===== config.mk =====
export PLATFORM = sky130hd
export DESIGN_NAME = instr_encode_loader_flat
export DESIGN_NICKNAME = d
export VERILOG_FILES = /design/src/rtl/instr_encode_loader_if.sv /design/src/rtl/instr_encode_loader.sv /design/src/flat_wrapper.sv
export SDC_FILE = /design/constraint.sdc
export NUM_CORES = 1
export LEC_CHECK = 0
export ABC_AREA = 1
export CAP_MARGIN = 30
export CORE_AREA = 2 2 88 90
export CTS_CLUSTER_SIZE = 20
export DETAILED_ROUTE_END_ITERATION = 10
export DIE_AREA = 0 0 90 92
export PLACE_DENSITY = 0.76
export SYNTH_ARGS = -nofsm -noshare
export SYNTH_HDL_FRONTEND = slang
export SYNTH_SLANG_ARGS = --single-unit
export TNS_END_PERCENT = 30

===== constraint.sdc =====
create_clock -name clk -period 1.4 [get_ports clk]
set_input_delay 0.28 -clock clk [delete_from_list [all_inputs] [get_ports clk]]
set_output_delay 0.28 -clock clk [all_outputs]
set_load 0.01 [all_outputs]

===== src/rtl/instr_encode_loader_if.sv =====
`default_nettype none
// ============================================================================
// Module : instr_encode_loader_if
// Descriptor-in / imem-write-out bundle for the instruction encode loader.
// Rev    : 1.0
// ============================================================================
interface instr_encode_loader_if #(
    parameter int ADDR_W = 8
);
    logic              in_valid;
    logic              in_ready;
    logic [2:0]        in_kind;
    logic [4:0]        in_rs;
    logic [4:0]        in_rt;
    logic [4:0]        in_rd;
    logic [4:0]        in_shamt;
    logic [5:0]        in_funct;
    logic [15:0]       in_imm;
    logic [25:0]       in_target;
    logic              imem_we;
    logic              imem_ready;
    logic [ADDR_W-1:0] imem_addr;
    logic [31:0]       imem_wdata;
    logic [ADDR_W:0]   count;
    logic              full;
    logic              err;

    modport master (
        output in_valid, in_kind, in_rs, in_rt, in_rd, in_shamt, in_funct,
               in_imm, in_target, imem_ready,
        input  in_ready, imem_we, imem_addr, imem_wdata, count, full, err
    );

    modport slave (
        input  in_valid, in_kind, in_rs, in_rt, in_rd, in_shamt, in_funct,
               in_imm, in_target, imem_ready,
        output in_ready, imem_we, imem_addr, imem_wdata, count, full, err
    );
endinterface
`default_nettype wire


===== src/rtl/instr_encode_loader.sv =====
`default_nettype none
// ============================================================================
// Module : instr_encode_loader
// Encodes per-field instruction descriptors into MIPS words and streams them
// sequentially into instruction memory.
// Rev    : 1.0
// ============================================================================
module instr_encode_loader #(
    parameter int ADDR_W    = 8,
    parameter int BASE_ADDR = 0
) (
    input  logic                 clk,
    input  logic                 rst,
    input  logic                 clr,
    instr_encode_loader_if.slave bus
);
    localparam logic [ADDR_W-1:0] c_BASE  = ADDR_W'(BASE_ADDR);
    localparam logic [ADDR_W:0]   c_DEPTH = {1'b1, {ADDR_W{1'b0}}};
    localparam logic [ADDR_W:0]   c_ONE   = {{ADDR_W{1'b0}}, 1'b1};

    localparam logic [2:0] c_K_R    = 3'd0;
    localparam logic [2:0] c_K_ADDI = 3'd1;
    localparam logic [2:0] c_K_ORI  = 3'd2;
    localparam logic [2:0] c_K_LW   = 3'd3;
    localparam logic [2:0] c_K_SW   = 3'd4;
    localparam logic [2:0] c_K_BEQ  = 3'd5;
    localparam logic [2:0] c_K_J    = 3'd6;
    localparam logic [2:0] c_K_ILL  = 3'd7;

    localparam logic [5:0] c_OP_R    = 6'd0;
    localparam logic [5:0] c_OP_ADDI = 6'd8;
    localparam logic [5:0] c_OP_ORI  = 6'd13;
    localparam logic [5:0] c_OP_LW   = 6'd35;
    localparam logic [5:0] c_OP_SW   = 6'd43;
    localparam logic [5:0] c_OP_BEQ  = 6'd4;
    localparam logic [5:0] c_OP_J    = 6'd2;

    logic              r_we;
    logic [ADDR_W-1:0] r_addr;
    logic [31:0]       r_wdata;
    logic [ADDR_W:0]   r_count;
    logic              r_err;

    logic              w_full;
    logic              w_ready;
    logic              w_accept;
    logic              w_legal;
    logic [31:0]       w_enc;

    assign w_full   = (r_count == c_DEPTH);
    assign w_ready  = !rst && !clr && !w_full && (!r_we || bus.imem_ready);
    assign w_accept = bus.in_valid && w_ready;
    assign w_legal  = (bus.in_kind != c_K_ILL);

    assign bus.in_ready   = w_ready;
    assign bus.imem_we    = r_we;
    assign bus.imem_addr  = r_addr;
    assign bus.imem_wdata = r_wdata;
    assign bus.count      = r_count;
    assign bus.full       = w_full;
    assign bus.err        = r_err;

    always_comb begin
        w_enc = 32'd0;
        case (bus.in_kind)
            c_K_R:    w_enc = {c_OP_R, bus.in_rs, bus.in_rt, bus.in_rd,
                               bus.in_shamt, bus.in_funct};
            c_K_ADDI: w_enc = {c_OP_ADDI, bus.in_rs, bus.in_rt, bus.in_imm};
            c_K_ORI:  w_enc = {c_OP_ORI,  bus.in_rs, bus.in_rt, bus.in_imm};
            c_K_LW:   w_enc = {c_OP_LW,   bus.in_rs, bus.in_rt, bus.in_imm};
            c_K_SW:   w_enc = {c_OP_SW,   bus.in_rs, bus.in_rt, bus.in_imm};
            c_K_BEQ:  w_enc = {c_OP_BEQ,  bus.in_rs, bus.in_rt, bus.in_imm};
            c_K_J:    w_enc = {c_OP_J, bus.in_target};
            default:  w_enc = 32'd0;
        endcase
    end

    // A new legal accept always reloads the output register; a completed
    // write with nothing behind it simply drops imem_we.
    always_ff @(posedge clk) begin
        if (rst || clr) begin
            r_we    <= 1'b0;
            r_addr  <= c_BASE;
            r_wdata <= 32'd0;
            r_count <= '0;
            r_err   <= 1'b0;
        end else begin
            if (w_accept && w_legal) begin
                r_we    <= 1'b1;
                r_addr  <= c_BASE + r_count[ADDR_W-1:0];
                r_wdata <= w_enc;
                r_count <= r_count + c_ONE;
            end else if (r_we && bus.imem_ready) begin
                r_we    <= 1'b0;
            end
            if (w_accept && !w_legal) begin
                r_err   <= 1'b1;
            end
        end
    end
endmodule
`default_nettype wire


===== src/flat_wrapper.sv =====
// flat-port wrapper written by rule: the top's interface ports become plain ports
module instr_encode_loader_flat 
#(
    parameter int ADDR_W    = 8,
    parameter int BASE_ADDR = 0
)
  (clk, rst, clr, bus_in_valid, bus_in_kind, bus_in_rs, bus_in_rt, bus_in_rd, bus_in_shamt, bus_in_funct, bus_in_imm, bus_in_target, bus_imem_ready, bus_in_ready, bus_imem_we, bus_imem_addr, bus_imem_wdata, bus_count, bus_full, bus_err);
  instr_encode_loader_if #(.ADDR_W(ADDR_W)) bus_i ();
  input  logic clk;
  input  logic rst;
  input  logic clr;
  input wire logic [$bits(bus_i.in_valid)-1:0] bus_in_valid;
  input wire logic [$bits(bus_i.in_kind)-1:0] bus_in_kind;
  input wire logic [$bits(bus_i.in_rs)-1:0] bus_in_rs;
  input wire logic [$bits(bus_i.in_rt)-1:0] bus_in_rt;
  input wire logic [$bits(bus_i.in_rd)-1:0] bus_in_rd;
  input wire logic [$bits(bus_i.in_shamt)-1:0] bus_in_shamt;
  input wire logic [$bits(bus_i.in_funct)-1:0] bus_in_funct;
  input wire logic [$bits(bus_i.in_imm)-1:0] bus_in_imm;
  input wire logic [$bits(bus_i.in_target)-1:0] bus_in_target;
  input wire logic [$bits(bus_i.imem_ready)-1:0] bus_imem_ready;
  output wire logic [$bits(bus_i.in_ready)-1:0] bus_in_ready;
  output wire logic [$bits(bus_i.imem_we)-1:0] bus_imem_we;
  output wire logic [$bits(bus_i.imem_addr)-1:0] bus_imem_addr;
  output wire logic [$bits(bus_i.imem_wdata)-1:0] bus_imem_wdata;
  output wire logic [$bits(bus_i.count)-1:0] bus_count;
  output wire logic [$bits(bus_i.full)-1:0] bus_full;
  output wire logic [$bits(bus_i.err)-1:0] bus_err;
  assign bus_i.in_valid = bus_in_valid;
  assign bus_i.in_kind = bus_in_kind;
  assign bus_i.in_rs = bus_in_rs;
  assign bus_i.in_rt = bus_in_rt;
  assign bus_i.in_rd = bus_in_rd;
  assign bus_i.in_shamt = bus_in_shamt;
  assign bus_i.in_funct = bus_in_funct;
  assign bus_i.in_imm = bus_in_imm;
  assign bus_i.in_target = bus_in_target;
  assign bus_i.imem_ready = bus_imem_ready;
  assign bus_in_ready = bus_i.in_ready;
  assign bus_imem_we = bus_i.imem_we;
  assign bus_imem_addr = bus_i.imem_addr;
  assign bus_imem_wdata = bus_i.imem_wdata;
  assign bus_count = bus_i.count;
  assign bus_full = bus_i.full;
  assign bus_err = bus_i.err;
  instr_encode_loader #(.ADDR_W(ADDR_W), .BASE_ADDR(BASE_ADDR)) u_core (.clk(clk), .rst(rst), .clr(clr), .bus(bus_i));
endmodule

==> summary.txt <==
Layout
  • Most frequent cells in the layout: nand2_1 (120), clkdlybuf4s50_1 (73), dlygate4sd2_1 (45), dfxtp_1 (45), nand3_1 (37)
  • Most common cell after layout, fill and taps aside: nand2_1
  • Final Non-Filler Cells: 645
  • Layout cell share with drive strength beyond 1: 0.260
  • Post-Route Utilization: 0.645
  • Antenna diode count: 0
  • Area growth, synth to finish: 80.9%
  • # nets final: 620
  • Design Area, Final: 0.00480 mm2

Routing
  • Uppermost layer routed: met4
  • Residual DRC: 0
  • Metal2 WL: 4990 um
  • Met3 wire length: 603 um
  • Iter 0 DRT Violations: 96
  • M1 WL: 3480 um
  • Routed len/inst: 14.2 um
  • Via/cell ratio: 4.82
  • Total Wirelength: 9170 um
  • Pre-Repair DR Iteration Count: 4
  • DR vias: 3106
  • DRT antenna net count: 0

Worst setup path
  • Slowest CP cell: dfxtp_4
  • Critical Path Sink Type: register
  • CP max FO: 6
  • Crit path DAT: 1.81 ns
  • Delay-heaviest family, CP: buffers and inverters
  • Crit Path Category: reg -> reg
  • Buf/Inv on CP: 5
  • CP peak stage delay: 0.37 ns
  • Startpoint types: register
  • Crit path cell chain: inv_4, ha_4, nand2_4, buf_6, nor2_4, nand2_4, buf_6, nand4_4, buf_6, clkbuf_16, nand2_1, a21oi_2
  • Required @ worst endpoint: 1.57 ns
  • CP dominant cell by count: buf_6

Logic synthesis
  • Mean Syn Cell Area: 7.11 um2
  • Seq/Total Area, Yosys: 0.377
  • Flops & latches, synth: 50
  • Syn nets: 451
  • YS warnings: 0
  • Cells after Synth: 373
  • Post-Syn Area: 0.00265 mm2
  • Yosys cell types: 30

STA
  • Total negative setup slack: -11.14 ns
  • Final Skew: 0.0166 ns
  • Fin crit share: 1.17
  • RSZ-0062 raised after global routing: true
  • Hold Worst Slack: 0.423 ns
  • Worst slew margin: 0.600
  • Final worst slack: -0.242 ns
  • Max Fclk: 0.609 GHz
  • Post-layout min period: 1.64 ns
  • Final setup viols: 52
  • Max Slew Vio Count: 0
  • Worst Tran Pin Value: 0.599 ns
  • Final Hold Vio Count: 0

Pwr
  • Maximum VDD drop: 0.466 mV
  • PwrDens: 661 mW/mm2
  • Pleak: 0.00210 uW

Placed design
  • Placed instance area: 0.00427 mm2
  • Gpl congestion: 0.808
  • DPL Wire Length: 6320 um
  • PortBufs: 127
  • DP Cell Count: 619

Global route
  • Vias in the first global route: 2896
  • Pin count of the biggest net entering global routing: 47
  • GRT Resource Usage Total: 0.204
  • First-pass GRT wire length: 13700 um
  • Congestion Overflow GR: 0
  • Initial antenna violation count: 0

Clock tree
  • Clock buffers created by TritonCTS: 5
  • Reg clk slew, reported paths: 0.10 ns
  • H-tree depth: 2
  • Max Buffers Root-to-Sink: 2
  • Root buffer cell: clkbuf_8
  • CTS Hold Bufs: 0
  • TritonCTS clock tree: done
  • Clk_lat worst skew: 0.31 ns
  • Clock Sinks: 50

Die
  • Die width: 90 um
  • # IOs: 129
  • Num rows: 32
  • Core ar.: 0.00745 mm2
  • DIE HEIGHT: 92 um
  • Die area: 0.00828 mm2
  • Initial core utilization: 0.356

Run
  • Max-cap violations: 0

Status
  • Failing checks: negative setup slack
  • Outcome: finished with violations

Worst hold path
  • HP Class: in -> reg
-- report_power, final --
| part | switching [uW] | total (uW) | leakage (uW) | internal, uW |
|---|---|---|---|---|
| Sequential | 6.85 | 1440 | 0.000406 | 1430 |
| Clock | 494 | 1080 | 0.0000585 | 584 |
| Combinational | 268 | 657 | 0.00164 | 389 |
-- cells by family (layout without fill, tap and decap cells) --
logic type,after synthesis,in the layout,synth area share
AND/OR/NAND/NOR,210,210,0.361
AO/OA/AOI/OAI,61,61,0.135
flip-flops,50,50,0.377
buffers and inverters,44,214,0.100
XOR/XNOR,5,5,0.0165
adder cells (fa/ha/maj),2,2,0.00943
other,1,1,0.00141
-- synthesized netlist by cell type, drive strengths merged --
cell type  instances  area share
a21oi             46       0.090
a22o              10       0.033
buf               18       0.063
clkbuf             6      0.0085
conb               1      0.0014
dfxtp             50        0.38
ha                 2      0.0094
inv               20       0.028
nand2            145        0.21
nand3             39       0.080
nand3b             1      0.0028
nand4              2       0.010
nor2              20       0.050
nor3               3      0.0057
o211ai             1      0.0028
o21a               2      0.0057
o21ai              2      0.0038
xor2               5       0.017
-- worst register-to-register path, cell delays in order (launching register included) --
cell       delay, ns
dfxtp_4         0.37
inv_4           0.04
ha_4            0.15
nand2_4         0.06
buf_6           0.10
nor2_4          0.03
nand2_4         0.07
buf_6           0.10
nand4_4         0.13
buf_6           0.18
clkbuf_16       0.15
nand2_1         0.07
a21oi_2         0.05
-- area by class of cell --
class	instances	area, um2
tap	102	128
inverter	20	80.1
multi-input combinational	279	1570
timing repair buffer	186	1900
clock buffer	7	86.3
clock inverter	1	30.0
fill	639	2650
sequential	50	1010
-- worst paths after layout --
kind	startpoint	endpoint	slack, ns	cells after the start
setup / recovery	u_core.bus.count[0]	u_core.bus.imem_wdata[1]	-0.24	12
hold / removal	rst	u_core.bus.imem_we	0.42	4
setup reg to reg	u_core.bus.count[0]	u_core.bus.imem_wdata[1]	-0.24	12
hold reg to reg	u_core.bus.imem_wdata[23]	u_core.bus.imem_wdata[23]	0.47	2
-- per-layer routing --
| layer | global-route usage | up-vias |
|---|---|---|
| li1 | - | 1543 |
| met1 | 0.216 | 1438 |
| met2 | 0.391 | 115 |
| met3 | 0.0608 | 10 |
| met4 | 0.0538 | 0 |
| met5 | 0 | - |
-- stage by stage --
stage | setup slack [ns] | power, uW
detailed placement | -0.744 | 2040
global placement | -0.757 | 2030
finish | -0.242 | 3170
global route | -0.323 | 3310
CTS | -0.239 | 3130
floorplan | -0.0212 | 1700
-- state kept, by name (all words and copies together) (netlist names) --
register	flops
u_core.bus.err	1
u_core.bus.count	9
u_core.bus.imem_wdata	31
u_core.bus.imem_addr	8
u_core.bus.imem_we	1
-- repair_timing --
item                                    CTS  global route
resized for setup                        96            41
gates cloned                              1             6
pin swaps                                 8            16
setup buffers                             5             6
endpoints found under the setup margin  102            59
Note: power is estimated with default switching activity, not from simulation.
